--- src/rtl/fifo_pkg.sv ---
// Shared defaults, state encoding and burst-length width derivation for the
// FIFO burst reader.
package fifo_pkg;

    localparam int WIDTH_DEF     = 8;
    localparam int FIFO_SIZE_DEF = 16;

    // One extra bit so a burst can cover the whole FIFO depth.
    function automatic int len_width(input int fifo_size);
        return $clog2(fifo_size) + 1;
    endfunction

    localparam int LEN_WIDTH_DEF = len_width(FIFO_SIZE_DEF);

    typedef enum logic [1:0] {
        IDLE  = 2'd0,
        READ  = 2'd1,
        DRAIN = 2'd2
    } state_t;

endpackage

--- src/rtl/fifo_out_skid.sv ---
// Two-entry first-in/first-out valid/ready buffer that absorbs words arriving
// one cycle after the FIFO pop. Flush drops everything, including a same-cycle capture.
module fifo_out_skid #(
    parameter int WIDTH = 8
) (
    input  logic             clk,
    input  logic             res,
    input  logic             flush,
    input  logic             in_valid,
    input  logic [WIDTH-1:0] in_data,
    output logic             out_valid,
    output logic [WIDTH-1:0] out_data,
    input  logic             out_ready,
    output logic [1:0]       count
);

    logic [WIDTH-1:0] ent0;
    logic [WIDTH-1:0] ent1;
    logic             push;
    logic             pop;

    assign out_valid = (count != 2'd0);
    assign out_data  = ent0;
    assign push      = in_valid;
    assign pop       = out_valid && out_ready;

    // ent0 is always the head; it only changes on a pop or on a push into
    // an empty buffer, which keeps out_data stable under backpressure.
    always_ff @(posedge clk or posedge res) begin
        if (res) begin
            count <= 2'd0;
            ent0  <= '0;
            ent1  <= '0;
        end else if (flush) begin
            count <= 2'd0;
            ent0  <= '0;
            ent1  <= '0;
        end else begin
            case ({push, pop})
                2'b10: begin
                    if (count == 2'd0) begin
                        ent0  <= in_data;
                        count <= 2'd1;
                    end else if (count == 2'd1) begin
                        ent1  <= in_data;
                        count <= 2'd2;
                    end
                end
                2'b01: begin
                    ent0  <= ent1;
                    count <= count - 2'd1;
                end
                2'b11: begin
                    if (count == 2'd1) begin
                        ent0 <= in_data;
                    end else begin
                        ent0 <= ent1;
                        ent1 <= in_data;
                    end
                end
                default: ;
            endcase
        end
    end

endmodule

--- src/rtl/fifo_burst_reader.sv ---
// Burst read controller for syn_fifo: pops a programmed number of words and
// streams them out on valid/ready, hiding the FIFO's registered read latency.
module fifo_burst_reader
    import fifo_pkg::*;
#(
    parameter int WIDTH     = WIDTH_DEF,
    parameter int FIFO_SIZE = FIFO_SIZE_DEF,
    parameter int LEN_WIDTH = len_width(FIFO_SIZE)
) (
    input  logic                 clk,
    input  logic                 res,
    input  logic                 start,
    input  logic [LEN_WIDTH-1:0] len,
    input  logic                 abort,
    output logic                 busy,
    output logic                 done,
    output logic                 fifo_rd_en,
    input  logic [WIDTH-1:0]     fifo_rdata,
    input  logic                 fifo_empty,
    output logic                 m_valid,
    output logic [WIDTH-1:0]     m_data,
    input  logic                 m_ready,
    output logic [1:0]           dbg_state
);

    state_t               state;
    state_t               state_nxt;
    logic                 done_nxt;
    logic [LEN_WIDTH-1:0] issue_left;
    logic [LEN_WIDTH-1:0] beat_left;
    logic                 inflight;
    logic [1:0]           buf_count;
    logic [2:0]           occupancy;
    logic                 pop;
    logic                 flush;

    // Handshake: a beat moves on m_valid && m_ready; m_data holds while
    // m_valid is high and m_ready low; m_ready is don't-care when m_valid is low.
    assign pop       = m_valid && m_ready;
    assign busy      = (state != IDLE);
    assign flush     = busy && abort;
    assign dbg_state = state;

    // Words already committed to the buffer after this cycle settles.
    assign occupancy = {1'b0, buf_count} + {2'b00, inflight} - {2'b00, pop};

    assign fifo_rd_en = (state == READ) && !abort && !fifo_empty &&
                        (issue_left != '0) && (occupancy < 3'd2);

    always_comb begin
        state_nxt = state;
        done_nxt  = 1'b0;
        case (state)
            IDLE: begin
                if (start) begin
                    if (len != '0) state_nxt = READ;
                    else           done_nxt  = 1'b1;
                end
            end
            READ: begin
                if (abort) begin
                    state_nxt = IDLE;
                end else if ((issue_left == '0) ||
                             (fifo_rd_en && issue_left == LEN_WIDTH'(1))) begin
                    state_nxt = DRAIN;
                end
            end
            DRAIN: begin
                if (abort) begin
                    state_nxt = IDLE;
                end else if (pop && beat_left == LEN_WIDTH'(1)) begin
                    state_nxt = IDLE;
                    done_nxt  = 1'b1;
                end
            end
            default: state_nxt = IDLE;
        endcase
    end

    always_ff @(posedge clk or posedge res) begin
        if (res) begin
            state <= IDLE;
            done  <= 1'b0;
        end else begin
            state <= state_nxt;
            done  <= done_nxt;
        end
    end

    always_ff @(posedge clk or posedge res) begin
        if (res) begin
            issue_left <= '0;
            beat_left  <= '0;
            inflight   <= 1'b0;
        end else begin
            inflight <= fifo_rd_en;
            if (state == IDLE) begin
                if (start && len != '0) begin
                    issue_left <= len;
                    beat_left  <= len;
                end
            end else if (abort) begin
                issue_left <= '0;
                beat_left  <= '0;
            end else begin
                if (fifo_rd_en) issue_left <= issue_left - LEN_WIDTH'(1);
                if (pop && beat_left != '0) beat_left <= beat_left - LEN_WIDTH'(1);
            end
        end
    end

    fifo_out_skid #(
        .WIDTH(WIDTH)
    ) u_skid (
        .clk      (clk),
        .res      (res),
        .flush    (flush),
        .in_valid (inflight),
        .in_data  (fifo_rdata),
        .out_valid(m_valid),
        .out_data (m_data),
        .out_ready(m_ready),
        .count    (buf_count)
    );

endmodule

--- config.mk ---
export PLATFORM = sky130hd
export DESIGN_NAME = fifo_burst_reader
export DESIGN_NICKNAME = d
export VERILOG_FILES = /design/src/rtl/fifo_pkg.sv /design/src/rtl/fifo_out_skid.sv /design/src/rtl/fifo_burst_reader.sv
export SDC_FILE = /design/constraint.sdc
export NUM_CORES = 1
export LEC_CHECK = 0
export BUFFER_PORTS_ARGS = -buffer_cell sky130_fd_sc_hd__buf_4
export CAP_MARGIN = 20
export CORE_UTILIZATION = 30
export CTS_CLUSTER_DIAMETER = 120
export CTS_CLUSTER_SIZE = 28
export DETAILED_ROUTE_END_ITERATION = 16
export GPL_ROUTABILITY_DRIVEN = 0
export PLACE_DENSITY = 0.56
export SLEW_MARGIN = 20
export SYNTH_ARGS = -nofsm -noshare
export SYNTH_HDL_FRONTEND = slang
export SYNTH_SLANG_ARGS = --single-unit
--- constraint.sdc ---
create_clock -name clk -period 4.15 [get_ports clk]
set_clock_uncertainty 0.1 [all_clocks]
set_input_delay 0.415 -clock clk [delete_from_list [all_inputs] [get_ports clk]]
set_output_delay 0.415 -clock clk [all_outputs]
set_load 0.03 [all_outputs]
# Yosys cells after proc, flatten, opt, wreduce, memory -nomap -nowiden
# Index checks and enable logic that the tools add are counted.
# Widths: inputs -> output; s select.
[word_totals]
register_bits = 32
latch_bits = 0
mem_bits_rw = 0
romBits = 0
input_bits = 19
out_inout_bits = 14
word_cells = 94
memories = 0
[op_classes]
addsub = 5
n_mul = 0
div = 0
magnitude_cmp = 1
n_eq_ne = 17
n_shift = 0
muxes = 31
bitwise_logic = 0
n_reduce_logical = 32
[op_table]
columns = ["op", "count"]
rows = [
  ["$mux 8", 6],
  ["$mux 5", 7],
  ["$pmux 8 s3", 1],
  ["$mux 2", 9],
  ["$pmux 8 s2", 1],
  ["$reduce_bool 5->1", 3],
  ["$reduce_bool 3->1", 4],
  ["$eq 5x1->1 const B", 2],
  ["$logic_and 1x1->1", 10],
  ["$sub 5x1->5 const B", 2],
  ["$ne 3x3->1 const B", 3],
  ["$reduce_and 2->1", 4],
  ["$eq 2x1->1 const B", 3],
  ["$eq 2x2->1 const B", 3],
  ["$ne 3x2->1 const B", 2],
  ["$pmux 2 s3", 1],
  ["$logic_not 5->1", 1],
  ["$logic_not 2->1", 2],
  ["$mux 1", 4],
  ["$ne 2x2->1 const B", 2],
  ["$ne 4x2->1 const B", 1],
  ["$pmux 2 s2", 1],
  ["$reduce_and 4->1", 1],
  ["$reduce_bool 2->1", 2],
  ["10 further kinds", 11],
]

# Depth between registers and ports, before layout
# Gate-level depths: netlist of the first run.
[logic_depth]
word_depth = 10
depth_mapped = 13
mapped_depth_nobuf = 11

# By module
# From an unflattened synthesis of the first run, not the netlist that was laid out.
[hier_totals]
cells_unflattened = 211
area_unflattened_um2 = 2110.8
[by_module_without_submodules]
columns = ["mod", "n_inst", "cells_per_inst", "area_each_um2", "seq_area_each_um2"]
rows = [
  ["fifo_out_skid", 1, 100, 1057.3, 450.4],
  ["fifo_burst_reader", 1, 111, 1053.5, 350.3],
]

# Least setup slack after synthesis of the first run
# No wires, ideal clock.
[synth_path]
kind = "reg2out"
from = "reg u_skid.count[1]"
to = "out fifo_rd_en"
t_arrival_ns = 2.231
required_time_ns = 3.635
setup_slack_ns = 1.404
path_stages_with_launch = 11
path_cell_list = "dfrtp_1 inv_1 ha_1 nand2b_1 nor2_1 o21ai_0 fa_1 xor2_1 nor3b_2 and2_1 buf_6"
[synth_between]
elab_chain_len = 5
elab_cells_between_ends = 6
classes_between = "add/sub (2); order compare (1); reduce/logical (3)"
[synth_rtl]
columns = ["item", "line", "rtl"]
rows = [
  ["from (decl)", "fifo_out_skid.sv:14", "output logic [1:0] count"],
  ["from (signal assigned)", "fifo_out_skid.sv:51", "count <= count - 2'd1;"],
  ["parallel branches: the longest is 2 deep, another holds $add 2x1->3", "-", ""],
  ["$sub 3x1->3 *", "fifo_burst_reader.sv:45", "assign occupancy = {1'b0, buf_count} + {2'b00, inflight} - {2'b00, pop};"],
  ["$lt 3x2->1 *", "fifo_burst_reader.sv:48", "(issue_left != '0) && (occupancy < 3'd2);"],
  ["$logic_and 1x1->1 *", "fifo_burst_reader.sv:48", ""],
  ["to (decl)", "fifo_burst_reader.sv:17", "output logic fifo_rd_en,"],
]
# Every way passes the cells marked *.

# Final worst setup path of the first run
# Ends and elaborated chain as after synthesis.

==> flow_metrics.tcl, run 1 <==
set metrics [dict create \
    hold_class "in2async" \
    ir_worst_vdd_uv 300 \
    static-leakage-power_uw 0.00107 \
    grt_start_max_net_pins 33 \
    pwr_density_cell_mw_per_mm2 717 \
    synth_top_family_by_area "compound AO/OA/AOI/OAI gates" \
    sw_frac_of_total 0.443 \
    numPlacedInstances 299 \
    power_frac_seq 0.317 \
    unrepaired_setup_endpoints_after_global_routing "no" \
    synthesis.yosys.warnings 0 \
    final_nets 259 \
    wirelength_um 4330 \
    async_reset_ff_frac 1.00 \
    dieArea_mm2 0.00662 \
    regToRegStartpoint "u_skid.count[1]" \
    worstSetupEndpointType "output port" \
    cts-buffers-inserted 5 \
    die_height_um 81.4 \
    antenna_found_initial 0 \
    sum_of_overflow_across_all_layers_after_global_routing 0 \
    clock_tree.root_cell "sky130_fd_sc_hd__clkbuf_8" \
    cts_tree "done" \
    syn2layout_area_growth_pct 21.7 \
    netlist_area_mm2 0.00189 \
    die_x_um 81.4 \
    worst_path_largest_cell_delay_ns 0.43 \
    drcViolationCount 0 \
    postSynthRegisterBits 32 \
    power.share.combinational 0.499 \
    final_max_slew_viol_count 0 \
    final_min_period_over_clock_period 0.833 \
    hold_violations 0 \
    synth_mux_area_frac 0.0901 \
    first_pass_grt_wire_length_um 7150 \
    num_antenna_cells 0 \
    internal_power_component_uw 917 \
    tot_pwr_uw 1650 \
    syn_nets 227 \
    worstPathCellList "inv_1 -> ha_1 -> nand2b_1 -> nor2_1 -> o21ai_0 -> fa_1 -> xor2_1 -> nor3b_2 -> and2_1 -> buf_4" \
    timing.critical_path.arrival_ns 2.94 \
    clock_path_buffers 2 \
    net-switching-power_uw 731 \
    worst_margin_slew_ns 0.546 \
    worst_hold_slack_ns 0.112 \
    first_iter_violations 63 \
    post_synthesis_adder_cell_area_fraction 0.0636 \
    fp-row-count 28 \
    dp_hpwl_um 3160 \
    drive_gt1_frac 0.228 \
    detail_route.vias_per_cell 4.97 \
    synth_edf_count 0 \
    post-route-min-period_ns 3.46 \
    drtPass1Iterations 4 \
    post_cts_resized 0 \
    synth_area_per_cell_um2 9.49 \
    cts_htree_levels 2 \
    cap_viol_max_count 0 \
    crit_path_start_kind "flip-flop" \
    port-buffer-count 32 \
    status "complete, no violations" \
    grt_use_total 0.143 \
    critical_path_fanout_max 6 \
    post-place-ws_ns 1.01 \
    clk-insertion-delay-late_ns 0.29 \
    cp.required_ns 3.63 \
    post-cts-setup-buffer-count 0 \
    fmax_mhz 289 \
    boundaryPins 33 \
    cts-hold-fix-buffers 0 \
    share_of_synthesized_area_occupied_by_flip_flops_and_latches 0.424 \
    ys.flop_type "sky130_fd_sc_hd__dfrtp_1" \
    multi_input_gate_area_in_the_final_layout_mm2 0.00100 \
    setup_viol_count_final 0 \
    post_synth_and_or_nand_nor_area_fraction 0.162 \
    core_region_area_mm2 0.00599 \
    final-seq-area_um2 801 \
    path_class "reg2out" \
    setup_ws_ns 0.691 \
    initial_utilization 0.315 \
    postSynthCellCount 199 \
    cpMaxStageDelayCell "sky130_fd_sc_hd__dfrtp_1" \
    vias_in_the_first_global_route 1498 \
    clock-sinks 32 \
    drtAntennaViolNets 0 \
    synth_compound_area_frac 0.202 \
    num-fill-cells 609 \
    max-slew-margin-rel 0.636 \
    routed-via-count 1525 \
    origin_of_the_worst_setup_path "u_skid.count[1]" \
    instances_no_fill 307 \
    worst_setup_hold_path_clk_slew_ns 0.08 \
    mean_routed_wirelength_per_cell_um 14.1 \
    yosys.area_share.xor_xnor 0.0139 \
    timing.setup.tns_ns 0 \
    yosys.cell_types.count 46 \
    part_of_the_total_power_dissipated_in_the_clock_network 0.184 \
]
logic make-up after synthesis:
| logic type | count (synthesis) |
|---|---|
| AND/OR/NAND/NOR | 64 |
| AO/OA/AOI/OAI | 55 |
| flip-flops | 32 |
| buffers and inverters | 19 |
| multiplexers | 17 |
| adder cells (fa/ha/maj) | 9 |
| XOR/XNOR | 3 |
worst max-delay path: cells and delay by family (launching register included):
family	cells	cell delay (ns)
and+or+nand+nor	4	0.95
AOI/OAI and AO/OA	1	0.13
xor gates and xnor gates	1	0.16
buffers and inverters	2	0.33
DFF	1	0.43
adders and majority gates	2	0.64
layout make-up:
| class | instances | share of cell area |
|---|---|---|
| Multi-Input combinational cell | 148 | 0.437 |
| Sequential cell | 32 | 0.348 |
| Timing Repair Buffer | 33 | 0.108 |
| Tap cell | 75 | 0.0408 |
| Clock buffer | 5 | 0.0299 |
| Clock inverter | 3 | 0.0185 |
| Inverter | 11 | 0.0180 |
per-stage QoR:
| stage | utilization | cell area [um2] |
|---|---|---|
| 2_1_floorplan | - | 1890 |
| 3_3_place_gp | 0.365 | 2190 |
| 3_5_place_dp | 0.365 | 2190 |
| 4_1_cts | 0.384 | 2300 |
| 5_1_grt | 0.384 | 2300 |
| 6_report | 0.384 | 2300 |
power groups by stage:
stage          logic, uW  clock network [uW]  registers, uW
2_1_floorplan        552                   0            575
3_3_place_gp         822                   0            523
3_5_place_dp         826                   0            526
4_1_cts              829                 313            521
5_1_grt              914                 322            537
6_report             823                 304            522
cells in the final DEF, fill, tap and decap left out, types with 8 or more instances in the layout:
| master | netlist | final |
|---|---|---|
| sky130_fd_sc_hd__ha_1 | 8 | 8 |
| sky130_fd_sc_hd__nor2_1 | 22 | 22 |
| sky130_fd_sc_hd__o21ai_1 | 8 | 8 |
| sky130_fd_sc_hd__inv_1 | 10 | 10 |
| sky130_fd_sc_hd__mux2i_1 | 17 | 17 |
| sky130_fd_sc_hd__o21ai_0 | 16 | 16 |
| sky130_fd_sc_hd__a21oi_1 | 9 | 9 |
| sky130_fd_sc_hd__nand2_1 | 18 | 18 |
| sky130_fd_sc_hd__buf_4 | 0 | 33 |
| sky130_fd_sc_hd__dfrtp_1 | 32 | 32 |
registers in the layout, summed over array words and instances, names as in the netlist:
register,cells
issue_left,5
u_skid.count,2
inflight,1
u_skid.ent1,8
done,1
u_skid.out_data,8
dbg_state,2
beat_left,5
cells in the mapped netlist (2+ instances only):
library cell,number,area (um2)
sky130_fd_sc_hd__o21ai_1,8,40.0
sky130_fd_sc_hd__a211oi_1,2,15.0
sky130_fd_sc_hd__xor2_1,2,17.5
sky130_fd_sc_hd__o22ai_1,2,12.5
sky130_fd_sc_hd__a32oi_1,3,26.3
sky130_fd_sc_hd__nor3_1,7,35.0
sky130_fd_sc_hd__nand2_1,18,67.6
sky130_fd_sc_hd__nor2b_1,2,12.5
sky130_fd_sc_hd__nand3_1,2,10.0
sky130_fd_sc_hd__ha_1,8,100
sky130_fd_sc_hd__clkbuf_1,2,7.51
sky130_fd_sc_hd__o21a_1,2,15.0
sky130_fd_sc_hd__o21ai_0,16,80.1
sky130_fd_sc_hd__dfrtp_1,32,801
sky130_fd_sc_hd__o22a_1,2,17.5
sky130_fd_sc_hd__mux2i_1,17,170
sky130_fd_sc_hd__a2bb2oi_1,2,17.5
sky130_fd_sc_hd__nand2b_1,3,18.8
sky130_fd_sc_hd__buf_2,4,20.0
sky130_fd_sc_hd__a21oi_1,9,45.0
sky130_fd_sc_hd__nor2_1,22,82.6
sky130_fd_sc_hd__inv_1,10,37.5
final timing paths:
kind,end,slack (ns),cells past startpoint
min,u_skid.ent1[3],0.11,3
max reg2reg,issue_left[3],1.17,10
min in group clk,dbg_state[1],0.24,2
min reg2reg,u_skid.out_data[6],0.39,2
max,fifo_rd_en,0.69,10
max in group asynchronous,issue_left[4],3.53,3
layer usage:
metal,GRT usage,share of wire
met1,0.184,0.48
met2,0.229,0.46
met3,0.0348,0.056
met4,0.0571,0.012
met5,0,0
(Power assumes the default switching activity.)
==> run 2: changes to the inputs <==
==> constraint.sdc (replaced) <==
create_clock -name clk -period 3.6 [get_ports clk]
set_clock_uncertainty 0.1 [all_clocks]
set_input_delay 0.36 -clock clk [delete_from_list [all_inputs] [get_ports clk]]
set_output_delay 0.36 -clock clk [all_outputs]
set_load 0.03 [all_outputs]
==> run 2 against run 1 <==
Compared with the run above:
- sequential share of layout area fell by 0.13 points
- clock power is 13% higher
- register-to-register slack worse by 0.48 ns
- count of clock-buffer cells in the layout stayed put
- core utilization increased by 0.15 points
- sequential cell count is the same
- first-iteration DRC count is 11% lower
- via count unchanged
- critical path type unchanged
==> flow_metrics.tcl, run 2 (synthesis gave the netlist of run 1 again) <==
set metrics [dict create \
    fp-row-count 28 \
    clk-insertion-delay-late_ns 0.29 \
    cp.required_ns 3.14 \
    max-slew-margin-rel 0.654 \
    layout.cells.most_common_list "sky130_fd_sc_hd__buf_4, sky130_fd_sc_hd__dfrtp_1, sky130_fd_sc_hd__nor2_1, sky130_fd_sc_hd__nand2_1, sky130_fd_sc_hd__mux2i_1" \
    cts-buffers-inserted 5 \
    status "complete, no violations" \
    worst_setup_hold_path_clk_slew_ns 0.08 \
    syn2layout_area_growth_pct 22.1 \
    critical_path_fanout_max 6 \
    boundaryPins 33 \
    drive_gt1_frac 0.236 \
    final_nets 260 \
    post-route-min-period_ns 3.32 \
    mean_routed_wirelength_per_cell_um 13.7 \
    pwr_density_cell_mw_per_mm2 821 \
    num_antenna_cells 0 \
    core_region_area_mm2 0.00599 \
    grt_use_total 0.146 \
    r2r_slack_ns 0.69 \
    globalRoute.busiestLayer "met2" \
    cap_viol_max_count 0 \
    sum_of_overflow_across_all_layers_after_global_routing 0 \
    finish.utilization 0.385 \
    setup_viol_count_final 0 \
    first_iter_violations 56 \
    timing.critical_path.arrival_ns 2.86 \
    dieArea_mm2 0.00662 \
    clock_tree.root_cell "sky130_fd_sc_hd__clkbuf_8" \
    initial_utilization 0.315 \
    clock_path_buffers 2 \
    worst_r2r_path_depth 11 \
    post_cts_resized 0 \
    port-buffer-count 32 \
    final_min_period_over_clock_period 0.921 \
    hold_violations 0 \
    clock-sinks 32 \
    globalRouteMet3Util 0.0315 \
    first_pass_grt_wire_length_um 7240 \
    hold_class "in2async" \
    fmax_mhz 302 \
    cts_htree_levels 2 \
    crit_path_start_kind "flip-flop" \
    cts_tree "done" \
    regToRegStartpoint "u_skid.count[1]" \
    timing.setup.tns_ns 0 \
    cts-hold-fix-buffers 0 \
    grt_met2_usage 0.233 \
    static-leakage-power_uw 0.00107 \
    path_class "reg2out" \
    drtAntennaViolNets 0 \
    use_met1 0.189 \
    grt_start_max_net_pins 33 \
    worst_margin_slew_ns 0.519 \
    num-fill-cells 623 \
    vias_in_the_first_global_route 1516 \
    dp_hpwl_um 3120 \
    detail_route.vias_per_cell 4.95 \
    wirelength_um 4220 \
    drtPass1Iterations 4 \
    final_max_slew_viol_count 0 \
    antenna_found_initial 0 \
    drcViolationCount 0 \
    tot_pwr_uw 1890 \
    post-cts-setup-buffer-count 0 \
    worstReg2RegEnd "issue_left[1]" \
    unrepaired_setup_endpoints_after_global_routing "no" \
    worstSetupEndpointType "output port" \
    die_height_um 81.4 \
    routed-via-count 1525 \
    ir_worst_vdd_uv 330 \
    final_common_cell "sky130_fd_sc_hd__buf_4" \
    die_x_um 81.4 \
]
-- run 2: cell types whose count changed in the layout (fill, tap and decap cells not counted) --
cell / delta
sky130_fd_sc_hd__and2_2: +1
sky130_fd_sc_hd__and2_1: -1
sky130_fd_sc_hd__buf_4: +1
-- run 2: critical path, cell delays in order (launching register included) --
cell	delay [ns]
sky130_fd_sc_hd__dfrtp_1	0.42
sky130_fd_sc_hd__inv_1	0.10
sky130_fd_sc_hd__ha_1	0.25
sky130_fd_sc_hd__nand2b_1	0.18
sky130_fd_sc_hd__nor2_1	0.16
sky130_fd_sc_hd__o21ai_0	0.14
sky130_fd_sc_hd__fa_1	0.39
sky130_fd_sc_hd__xor2_1	0.16
sky130_fd_sc_hd__nor3b_2	0.26
sky130_fd_sc_hd__and2_2	0.31
sky130_fd_sc_hd__buf_4	0.19
-- run 2: where the power goes --
part	total (uW)	switching, uW	leakage, uW	internal [uW]
registers	599	120	0.000419	479
logic	950	570	0.000602	380
clock network	344	140	0.0000541	205
-- run 2: cell type report --
class | instances | area [um2] | area share
multi-input combinational | 148 | 1000 | 0.435
clock buffer | 5 | 68.8 | 0.0298
sequential | 32 | 801 | 0.347
tap | 75 | 93.8 | 0.0407
inverter | 11 | 41.3 | 0.0179
clock inverter | 3 | 42.5 | 0.0184
timing repair buffer | 34 | 255 | 0.111
-- run 2: how the worst max path moves through the flow --
stage / startpoint / to / slack, ns / depth (start not counted)
4_1_cts: u_skid.count[1] / fifo_rd_en / 0.18 / 10
6_report: u_skid.count[1] / fifo_rd_en / 0.28 / 10
3_3_place_gp: u_skid.count[1] / fifo_rd_en / 0.54 / 10
3_5_place_dp: u_skid.count[1] / fifo_rd_en / 0.49 / 10
5_1_grt: u_skid.count[1] / fifo_rd_en / 0.08 / 10
2_1_floorplan: u_skid.count[1] / issue_left[1] / 0.88 / 12
-- run 2: per-stage QoR --
step	cells	area, um2	worst slack (ns)	hold WS [ns]
after floorplan	199	1890	0.878	0.323
after global placement	300	2190	0.541	0.371
after detailed placement	300	2190	0.494	0.378
after CTS	308	2310	0.176	0.0705
after global routing	308	2310	0.0849	0.0923
final	308	2310	0.285	0.0578
-- run 2: metal layers --
layer / routed length (um) / share of wire / vias up
met4: 58 / 0.014 / 0
met5: 0 / 0 / -
met1: 2000 / 0.47 / 712
met2: 1910 / 0.45 / 46
li1: - / - / 760
met3: 253 / 0.060 / 7
==> run 3: changes to the inputs <==
--- a/config.mk
+++ b/config.mk
@@ -13,6 +13,7 @@
 export DETAILED_ROUTE_END_ITERATION = 16
 export GPL_ROUTABILITY_DRIVEN = 0
 export PLACE_DENSITY = 0.56
+export REMOVE_ABC_BUFFERS = 1
 export SLEW_MARGIN = 20
 export SYNTH_ARGS = -nofsm -noshare
 export SYNTH_HDL_FRONTEND = slang
==> run 3 against run 2 <==
Compared with the run above:
- setup slack worse by 0.065 ns
- sequential cell count unchanged
- die area is the same
- core utilization shrank 0.31 points
- non-clock buffer count stayed put
- largest power group unchanged
- critical path depth unchanged
- worst hold slack gained 0.0093 ns
- fmax fell by 1.9%
- final cell count unchanged
==> flow_metrics.tcl, run 3 (synthesis gave the netlist of run 1 again) <==
set metrics [dict create \
    wirelength_um 4140 \
    worst_setup_hold_path_clk_slew_ns 0.07 \
    cpMaxStageDelayCell "sky130_fd_sc_hd__dfrtp_1" \
    post-route-min-period_ns 3.38 \
    critical_path_fanout_max 6 \
    bufs_and_invs_on_worst_path 2 \
    drtAntennaViolNets 0 \
    power.share.combinational 0.517 \
    power_frac_seq 0.327 \
    status "complete, no violations" \
    setup_viol_count_final 0 \
    cts-hold-fix-buffers 0 \
    first_pass_grt_wire_length_um 6780 \
    grt_use_total 0.137 \
    vias_in_the_first_global_route 1466 \
    hold_violations 0 \
    crit_path_start_kind "flip-flop" \
    port-buffer-count 32 \
    cap_viol_max_count 0 \
    layout.cells.most_common_list "sky130_fd_sc_hd__buf_4, sky130_fd_sc_hd__dfrtp_1, sky130_fd_sc_hd__nor2_1, sky130_fd_sc_hd__nand2_1, sky130_fd_sc_hd__mux2i_1" \
    grt_start_max_net_pins 33 \
    die_x_um 81.4 \
    net-switching-power_uw 820 \
    path_class "reg2out" \
    sw_frac_of_total 0.447 \
    final_min_period_over_clock_period 0.939 \
    worst_r2r_path_depth 11 \
    worst_margin_slew_ns 0.524 \
    dieArea_mm2 0.00662 \
    cp.required_ns 3.14 \
    ir_worst_vdd_uv 367 \
    clock_path_buffers 2 \
    routed-via-count 1546 \
    path_delay_family "simple AND/OR/NAND/NOR gates" \
    worstPathCellList "inv_1 -> ha_1 -> nand2b_1 -> nor2_1 -> o21ai_0 -> fa_1 -> xor2_1 -> nor3b_2 -> and2_1 -> buf_4" \
    worst_hold_slack_ns 0.0672 \
    drcViolationCount 0 \
    drtPass1Iterations 4 \
    clock_tree.root_cell "sky130_fd_sc_hd__clkbuf_8" \
    pwr_density_cell_mw_per_mm2 801 \
    boundaryPins 33 \
    final_max_slew_viol_count 0 \
    cts_tree "done" \
    post_cts_resized 0 \
    part_of_the_total_power_dissipated_in_the_clock_network 0.156 \
    detail_route.vias_per_cell 5.02 \
    post-cts-setup-buffer-count 0 \
    unrepaired_setup_endpoints_after_global_routing "no" \
    timing.critical_path.depth 10 \
    worst_path_largest_cell_delay_ns 0.42 \
    final_nets 260 \
    sum_of_overflow_across_all_layers_after_global_routing 0 \
    static-leakage-power_uw 0.00106 \
    timing.critical_path.arrival_ns 2.92 \
    timing.setup.tns_ns 0 \
    first_iter_violations 62 \
    num_antenna_cells 0 \
    cts_htree_levels 2 \
    cts-buffers-inserted 5 \
    drive_gt1_frac 0.227 \
    hold_class "in2async" \
    max-slew-margin-rel 0.650 \
    worstSetupEndpointType "output port" \
    internal_power_component_uw 1010 \
    initial_utilization 0.315 \
    fmax_mhz 296 \
    core_region_area_mm2 0.00599 \
    final_common_cell "sky130_fd_sc_hd__buf_4" \
    fp-row-count 28 \
    syn2layout_area_growth_pct 21.1 \
    clock-sinks 32 \
    dp_hpwl_um 3100 \
    die_height_um 81.4 \
    antenna_found_initial 0 \
    mean_routed_wirelength_per_cell_um 13.4 \
    clk-insertion-delay-late_ns 0.28 \
]
## run 3: per-stage QoR
step	area (um2)	utilization	total power, uW	std cells	setup WS [ns]
final	2290	0.382	1830	308	0.219
after global routing	2290	0.382	1990	308	0.00874
after CTS	2290	0.382	1850	308	0.190
after detailed placement	2190	0.366	1560	300	0.513
after global placement	2190	0.366	1550	300	0.553
after floorplan	1850	-	1270	191	0.693
## run 3: power groups by stage
stage	clock network [uW]	logic (uW)	registers, uW
final	285	948	599
after global routing	312	1060	615
after CTS	295	955	597
after detailed placement	0	955	602
after global placement	0	951	601
after floorplan	0	609	666
## run 3: path summary, 6_finish.rpt
check / slack (ns) / from / endpoint
worst min register to register: 0.38 / u_skid.out_data[0] / u_skid.out_data[0]
min in group clk: 0.19 / abort / dbg_state[1]
worst max-delay path: 0.22 / u_skid.count[1] / fifo_rd_en
worst max register to register: 0.64 / u_skid.count[1] / issue_left[1]
worst min-delay path: 0.07 / res / u_skid.ent1[4]
max in group asynchronous: 3.03 / res / issue_left[4]
## run 3: worst register-to-register path, delay by kind of cell, from the launching register on
family	cells	cell delay [ns]
AO/OA/AOI/OAI	3	0.48
XOR/XNOR	1	0.16
buffers and inverters	1	0.10
AND/OR/NAND/NOR	4	0.96
flip-flops	1	0.42
adder cells (fa/ha/maj)	2	0.65
## run 3: final cells by class
class                   count  area [um2]
well taps                  75        93.8
multi-input cells         148        1000
fillers                   625        3700
flip-flops and latches     32         801
inverters                  11        41.3
clock inverters             1        7.51
repair buffers             34         255
clock buffers               7        86.3
## run 3: routing by layer
metal  GRT usage  routed length, um  vias to the layer above
met3      0.0438                273                        4
met1       0.170               1940                      723
met2       0.225               1890                       57
met4      0.0429                 35                        0
met5           0                  0                        -
li1            -                  -                      762
